==> config.mk <==
export PLATFORM = sky130hd
export DESIGN_NAME = mem1_stage_nlane
export DESIGN_NICKNAME = d
export VERILOG_FILES = /design/src/rtl/mem1_pkg.sv /design/src/rtl/mem1_stage_nlane_prio_enc_lsb.sv /design/src/rtl/mem1_stage_nlane.sv
export SDC_FILE = /design/constraint.sdc
export NUM_CORES = 1
export LEC_CHECK = 0
export ABC_AREA = 1
export BUFFER_PORTS_ARGS = -buffer_cell sky130_fd_sc_hd__buf_4
export CORE_AREA = 10 10 362 364
export CTS_CLUSTER_SIZE = 25
export DETAILED_ROUTE_END_ITERATION = 8
export DIE_AREA = 0 0 372 374
export GPL_TIMING_DRIVEN = 0
export SYNTH_ARGS = -nofsm -noshare
export SYNTH_HDL_FRONTEND = slang
export SYNTH_HIERARCHICAL = 1
export SYNTH_SLANG_ARGS = --single-unit
==> constraint.sdc <==
create_clock -name clk -period 2.05 [get_ports clk]
set_clock_uncertainty 0.1 [all_clocks]
set_input_delay 0.3075 -clock clk [delete_from_list [all_inputs] [get_ports clk]]
set_output_delay 0.3075 -clock clk [all_outputs]
set_load 0.005 [all_outputs]
==> src/rtl/mem1_pkg.sv <==
// Shared defaults and encodings for the N-lane MEM1 stage.
package mem1_pkg;

  localparam int LANES_DEF   = 2;
  localparam int BUS_WD_DEF  = 160;
  localparam int FWD_LSB_DEF = 32;
  localparam int FWD_WD_DEF  = 38;

  typedef enum logic [1:0] {
    SIZE_BYTE = 2'd0,
    SIZE_HALF = 2'd1,
    SIZE_WORD = 2'd2
  } mem_size_e;

endpackage

==> src/rtl/mem1_stage_nlane_prio_enc_lsb.sv <==
// Lowest-set-bit priority encoder: returns a one-hot grant and its binary index.
module prio_enc_lsb #(
  parameter int N  = 2,
  parameter int IW = 1
) (
  input  logic [N-1:0]  req_i,
  output logic [N-1:0]  onehot_o,
  output logic [IW-1:0] idx_o
);

  logic found_s;

  // Scan upward; the first set bit wins.
  always_comb begin
    onehot_o = '0;
    idx_o    = '0;
    found_s  = 1'b0;
    for (int i = 0; i < N; i++) begin
      if (req_i[i] && !found_s) begin
        onehot_o[i] = 1'b1;
        idx_o       = IW'(i);
        found_s     = 1'b1;
      end else begin
        found_s     = found_s;
      end
    end
  end

endmodule

==> src/rtl/mem1_stage_nlane.sv <==
// MEM1 stage: holds a LANES-wide bundle and issues its data-SRAM requests in lane order
// over one req/addr_ok port, forwarding the bundle once every surviving request is accepted.
module mem1_stage_nlane
  import mem1_pkg::*;
#(
  parameter int LANES   = LANES_DEF,
  parameter int BUS_WD  = BUS_WD_DEF,
  parameter int FWD_LSB = FWD_LSB_DEF,
  parameter int FWD_WD  = FWD_WD_DEF
) (
  input  logic                        clk,
  input  logic                        reset,
  input  logic [LANES-1:0]            es_valid,
  input  logic [LANES*BUS_WD-1:0]     es_bus,
  input  logic [LANES-1:0]            es_mem_req,
  input  logic [LANES-1:0]            es_mem_wr,
  input  logic [LANES-1:0]            es_mem_uncache,
  input  logic [LANES-1:0]            es_ex,
  input  logic [2*LANES-1:0]          es_mem_size,
  input  logic [4*LANES-1:0]          es_mem_wstrb,
  input  logic [32*LANES-1:0]         es_mem_addr,
  input  logic [32*LANES-1:0]         es_mem_wdata,
  output logic                        m1s_allowin,
  output logic                        m1s_ex,
  input  logic                        m2s_allowin,
  input  logic                        m2s_flush,
  input  logic                        ex_taken,
  input  logic                        eret_taken,
  input  logic                        m1s_stall,
  output logic [LANES-1:0]            m1s_to_m2s_valid,
  output logic [LANES*BUS_WD-1:0]     m1s_to_m2s_bus,
  output logic [LANES-1:0]            m1s_req_issued,
  output logic [LANES*(FWD_WD+1)-1:0] m1s_fwd_bus,
  output logic [LANES-1:0]            m1s_valid,
  output logic                        m1s_ready_go,
  output logic                        data_sram_req,
  output logic                        data_sram_wr,
  output logic [1:0]                  data_sram_size,
  output logic [3:0]                  data_sram_wstrb,
  output logic [31:0]                 data_sram_addr,
  output logic [31:0]                 data_sram_wdata,
  input  logic                        data_sram_addr_ok,
  output logic                        data_uncache
);

  localparam int IW = (LANES > 1) ? $clog2(LANES) : 1;
  localparam int FE = FWD_WD + 1;

  logic [LANES-1:0]             valid_q, valid_d;
  logic [LANES-1:0]             pending_q, pending_d;
  logic [LANES-1:0]             issued_q, issued_d;
  logic [LANES-1:0][BUS_WD-1:0] bus_q, bus_d;
  logic [LANES-1:0][FE-1:0]     fwd_q, fwd_d;
  logic [LANES-1:0]             wr_q, wr_d;
  logic [LANES-1:0]             unc_q, unc_d;
  logic [LANES-1:0]             ex_q, ex_d;
  logic [LANES-1:0][1:0]        size_q, size_d;
  logic [LANES-1:0][3:0]        wstrb_q, wstrb_d;
  logic [LANES-1:0][31:0]       addr_q, addr_d;
  logic [LANES-1:0][31:0]       wdata_q, wdata_d;

  logic             cancel_s;
  logic             req_s;
  logic             hs_s;
  logic             ex_seen_s;
  logic [LANES-1:0] cur_oh_s;
  logic [IW-1:0]    cur_idx_s;

  prio_enc_lsb #(
    .N  (LANES),
    .IW (IW)
  ) u_prio (
    .req_i    (pending_q),
    .onehot_o (cur_oh_s),
    .idx_o    (cur_idx_s)
  );

  assign cancel_s = ex_taken | eret_taken;
  assign req_s    = (|pending_q) & ~m1s_stall & ~cancel_s;
  assign hs_s     = req_s & data_sram_addr_ok;

  // Last request finishing this cycle also lets the bundle go.
  assign m1s_ready_go = ~(|valid_q) |
                        (~m1s_stall & ((pending_q == '0) |
                                       ((pending_q == cur_oh_s) & hs_s)));
  assign m1s_allowin  = ~(|valid_q) | (m1s_ready_go & m2s_allowin);

  assign m1s_valid        = valid_q;
  assign m1s_ex           = |(ex_q & valid_q);
  assign m1s_to_m2s_valid = valid_q & {LANES{m1s_ready_go & ~m2s_flush}};
  assign m1s_to_m2s_bus   = bus_q;
  assign m1s_fwd_bus      = fwd_q;
  assign m1s_req_issued   = issued_q | (cur_oh_s & {LANES{hs_s}});

  assign data_sram_req   = req_s;
  assign data_sram_wr    = wr_q[cur_idx_s];
  assign data_uncache    = unc_q[cur_idx_s];
  assign data_sram_size  = size_q[cur_idx_s];
  assign data_sram_wstrb = wstrb_q[cur_idx_s];
  assign data_sram_addr  = addr_q[cur_idx_s];
  assign data_sram_wdata = wdata_q[cur_idx_s];

  // Next-state: load wins over cancel, cancel wins over handshake.
  always_comb begin
    valid_d   = valid_q;
    pending_d = pending_q;
    issued_d  = issued_q;
    bus_d     = bus_q;
    fwd_d     = fwd_q;
    wr_d      = wr_q;
    unc_d     = unc_q;
    ex_d      = ex_q;
    size_d    = size_q;
    wstrb_d   = wstrb_q;
    addr_d    = addr_q;
    wdata_d   = wdata_q;
    ex_seen_s = 1'b0;
    if (m1s_allowin) begin
      issued_d = '0;
      for (int i = 0; i < LANES; i++) begin
        // An exception kills its own lane's request and every younger one.
        ex_seen_s    = ex_seen_s | es_ex[i];
        valid_d[i]   = es_valid[i];
        pending_d[i] = es_valid[i] & es_mem_req[i] & ~ex_seen_s & ~cancel_s;
        if (es_valid[i]) begin
          bus_d[i]   = es_bus[i*BUS_WD +: BUS_WD];
          fwd_d[i]   = {1'b1, es_bus[i*BUS_WD+FWD_LSB +: FWD_WD]};
          wr_d[i]    = es_mem_wr[i];
          unc_d[i]   = es_mem_uncache[i];
          ex_d[i]    = es_ex[i];
          size_d[i]  = es_mem_size[i*2 +: 2];
          wstrb_d[i] = es_mem_wstrb[i*4 +: 4];
          addr_d[i]  = es_mem_addr[i*32 +: 32];
          wdata_d[i] = es_mem_wdata[i*32 +: 32];
        end else begin
          bus_d[i]   = '0;
          fwd_d[i]   = '0;
          wr_d[i]    = 1'b0;
          unc_d[i]   = 1'b0;
          ex_d[i]    = 1'b0;
          size_d[i]  = 2'd0;
          wstrb_d[i] = 4'd0;
          addr_d[i]  = 32'd0;
          wdata_d[i] = 32'd0;
        end
      end
    end else if (cancel_s) begin
      valid_d   = '0;
      pending_d = '0;
      issued_d  = '0;
      fwd_d     = '0;
    end else if (hs_s) begin
      pending_d = pending_q & ~cur_oh_s;
      issued_d  = issued_q | cur_oh_s;
    end else begin
      pending_d = pending_q;
    end
  end

  // State registers with synchronous reset.
  always_ff @(posedge clk) begin
    if (reset) begin
      valid_q   <= '0;
      pending_q <= '0;
      issued_q  <= '0;
      bus_q     <= '0;
      fwd_q     <= '0;
      wr_q      <= '0;
      unc_q     <= '0;
      ex_q      <= '0;
      size_q    <= '0;
      wstrb_q   <= '0;
      addr_q    <= '0;
      wdata_q   <= '0;
    end else begin
      valid_q   <= valid_d;
      pending_q <= pending_d;
      issued_q  <= issued_d;
      bus_q     <= bus_d;
      fwd_q     <= fwd_d;
      wr_q      <= wr_d;
      unc_q     <= unc_d;
      ex_q      <= ex_d;
      size_q    <= size_d;
      wstrb_q   <= wstrb_d;
      addr_q    <= addr_d;
      wdata_q   <= wdata_d;
    end
  end

endmodule

==> impl_results.md <==
* Skew-Pair Late Insertion Delay at 0.64 ns
* Crit-path most repeated cell: buf_12
* Die X at 372 um
* CP max-delay cell: dfxtp_4
* Crit path kind: reg2reg
* CP required at 2.50 ns
* RSZ-0062 raised after global routing: true
* Synth area leader: dfxtp_1
* Final period util at 1.31
* FF-to-FF setup slack at -0.64 ns
* Cells after synthesis at 2420
* Critical path origin: pending_q[0]$_SDFFE_PP0P_
* Clock slew seen by the registers of the worst setup and hold paths at 0.06 ns
* Normalized max-slew margin at 0.105
* Post-route DRC at 0
* Cts bufs inserted at 67
* Hold WC Path Type: in2reg
* Die Ht at 374 um
* Yosys reg bits at 548
* Hold Vio Cnt, Final at 0
* Congestion Overflow GR at 0
* Syn avg cell area at 8.06 um2
* CP max stage delay at 0.36 ns
* Setup WS post-layout at -0.644 ns
* Post-DR wirelength/cell at 25.1 um
* CTS tree: built
* WP data arrival at 3.14 ns
* Worst r2r dst: m1s_fwd_bus[3]$_SDFFE_PP0P_
* Placed cells at 5014
* CP Max Fanout at 5
* Vias per inst at 4.21
* Worst Setup End Kind: flop
* Fmax at 0.371 GHz
* Routed Antenna Nets at 0
* Mapped Nets at 2900
* Post-synth cell types at 25
* Initial antenna violation count at 32
* Root Buffer: clkbuf_16
* Fill count at 12200
* Layout Utilization at 0.341
* Pin count of the biggest net entering global routing at 15
* Max Root-Sink Buffers at 3
* Power per Cell Area at 731 nW/um2
* First-pass GRT wire length at 187 mm
* Max-slew violations at 0
* Final critical path time including I/O delays and setup at 2.69 ns
* Hpwl dp at 106 mm
* # setup viols final at 628
* Core Area at 123000 um2
* Vias at 24300
* I/O pins at 958
* Share of layout cells above drive strength 1 at 0.430
* Die area at 139000 um2
* IO buf count at 957
* GRT Total Usage at 0.188
* Detailed Route Iter0 Violations at 1821
* Drt total wl at 145 mm
* CP Launch Type: flop
* Leakage at 0.0201 uW
* Final nets at 4543
* Pre-Repair DR Iteration Count at 7
* Sink Count at 548
* Fin cells at 5765
* Top-area cell type share of the netlist area at 0.562
* Initial core utilization at 0.158
* Row count at 129
* Failing checks: setup timing
* Status: finished with violations
* Hold WS at 0.0779 ns
* Register-to-Register Path Depth at 20
* Post-Syn Area at 19500 um2
* Worst-Margin Slew at 1.34 ns
* FF-to-FF Start: pending_q[0]$_SDFFE_PP0P_
* Synth warn at 6
* Number of global-route vias before repair at 24200
* Max Cap Violations at 0
* Critical Path End: m1s_fwd_bus[3]$_SDFFE_PP0P_
* H-tree depth at 3
* Area Growth Syn to Fin at 115%
* Seq/Total Area, Yosys at 0.562
* Max VDD drop at 0.000825 V
* RePlAce Congestion at 0.890
* Area contributors post-synth: dfxtp_1, nand2_1, nand3_1
* Crit path cell chain: nor2_4 -> buf_6 -> inv_4 -> ha_4 -> nand2_2 -> inv_2 -> nand4_1 -> nand2_2 -> buf_6 -> nand3_4 -> nand2_8 -> nand2_8 -> nor2_4 -> buf_12 -> buf_12 -> buf_12 -> buf_12 -> clkbuf_16 -> nand2_8 -> o21ai_1
==> flip-flops by register name, summed over array words and instances, names as in the netlist <==
| register | flops |
|---|---|
| m1s_to_m2s_bus | 320 |
| m1s_fwd_bus | 76 |
| addr_q | 64 |
| wdata_q | 64 |
| wstrb_q | 8 |
| size_q | 4 |
| ex_q | 2 |
| issued_q | 2 |
| m1s_valid | 2 |
| pending_q | 2 |
| unc_q | 2 |
| wr_q | 2 |
==> power breakdown <==
| part | leakage (uW) | internal [uW] | total (uW) | switching, uW |
|---|---|---|---|---|
| Combinational | 0.0145 | 3560 | 6690 | 3130 |
| Sequential | 0.00449 | 11300 | 11600 | 389 |
| Clock | 0.00111 | 7240 | 12400 | 5150 |
==> cell usage after synthesis <==
cell type  instances
a21oi_1            2
inv_1            101
buf_4             46
nand2_4            1
nand3_2            1
nor2_1            13
ha_1               2
nand3_1          460
nor3_1             2
nand3b_1           1
o21ai_1           27
nand2_1          942
inv_2              2
nand4_1            2
buf_2             60
nor2_4             3
o22ai_1            2
o21ai_0           71
nor2_2             1
mux2_2            64
nor4_1             1
nand2_2            2
clkbuf_1          56
dfxtp_1          548
buf_1             10
==> worst min path at each step <==
stage	start	end	slack, ns	cells after the start
6_report	es_mem_req[0]	pending_q[0]$_SDFFE_PP0P_	0.08	7
5_1_grt	ex_taken	pending_q[0]$_SDFFE_PP0P_	0.05	7
4_1_cts	ex_taken	pending_q[0]$_SDFFE_PP0P_	0.02	7
3_5_place_dp	m1s_fwd_bus[2]$_SDFFE_PP0P_	m1s_fwd_bus[2]$_SDFFE_PP0P_	0.35	2
3_3_place_gp	m1s_fwd_bus[30]$_SDFFE_PP0P_	m1s_fwd_bus[30]$_SDFFE_PP0P_	0.34	2
2_1_floorplan	es_mem_addr[0]	addr_q[0]$_SDFFE_PP0P_	0.31	2
==> through the flow <==
step / total power (uW) / TNS (ns) / setup WS (ns) / instance area (um2)
3_5_place_dp: 15700 / -669.78 / -1.79 / 28800
4_1_cts: 30100 / -333.89 / -0.734 / 39200
6_report: 30700 / -314.96 / -0.644 / 42000
3_3_place_gp: 15700 / -675.80 / -1.75 / 28800
5_1_grt: 31700 / -393.78 / -0.774 / 42000
2_1_floorplan: 13000 / -2.84 / -0.0144 / 19500
==> timing repair <==
action                                  4_1_cts  5_1_grt
hold endpoints to repair                    547        0
gates cloned                                 35       36
gates resized for setup                     482      532
hold buffers                                472        0
endpoints found under the setup margin      629      628
pin swaps                                    16       48
setup buffers                                59       31
==> cells in the final DEF (no fill, tap or decap), types with 3 or more instances in the layout <==
master         count
nand3_1          418
bufinv_16          5
mux2_2            34
buf_16            32
nand2_8           32
nor2_1            11
o21ai_1           27
mux2_4            30
o21ai_2           31
clkinvlp_4         3
buf_12            61
buf_1             10
nand2_2          160
inv_1             98
nor2_4             5
clkbuf_8          17
nand3_2           41
buf_6             44
clkinv_2          12
buf_4            975
dlygate4sd3_1    472
clkbuf_16        115
buf_8             53
inv_2              3
clkbuf_1          45
bufbuf_16          4
nand2_1          671
nand2_4           82
clkinv_8           3
o21ai_0           38
inv_6              5
diode_2           18
dfxtp_1          545
==> layout make-up <==
cell class | count | area, um2 | area share
Multi-Input combinational cell | 1597 | 9290 | 0.221
Timing Repair Buffer | 1579 | 14900 | 0.355
Antenna cell | 18 | 45.0 | 0.00107
Sequential cell | 548 | 11000 | 0.261
Inverter | 103 | 402 | 0.00956
Buffer | 167 | 2100 | 0.0499
Tap cell | 1637 | 2050 | 0.0488
Clock buffer | 87 | 1910 | 0.0455
Clock inverter | 29 | 334 | 0.00795
==> worst max-delay path, delay by kind of cell, from the launching register on <==
kind                       cells  cell delay, ns
and+or+nand+nor                9            0.82
DFF                            1            0.36
adders and majority gates      1            0.25
buffers and inverters          9            0.95
AOI/OAI and AO/OA              1            0.13
==> layer usage <==
layer  track usage  routed length, um
met4        0.0550               5120
met3        0.0584              12900
met2         0.318              70400
met5             0                 91
met1         0.225              56300
==> kinds of logic (layout without fill, tap and decap cells) <==
| group | count (synthesis) | count (layout) | synth area share |
|---|---|---|---|
| and+or+nand+nor | 1429 | 1429 | 0.307 |
| DFF | 548 | 548 | 0.562 |
| buffers and inverters | 275 | 1965 | 0.0656 |
| AOI/OAI and AO/OA | 102 | 102 | 0.0263 |
| muxes | 64 | 64 | 0.0369 |
| adders and majority gates | 2 | 2 | 0.00128 |
| other | 0 | 18 | 0 |
(Power assumes the default switching activity.)
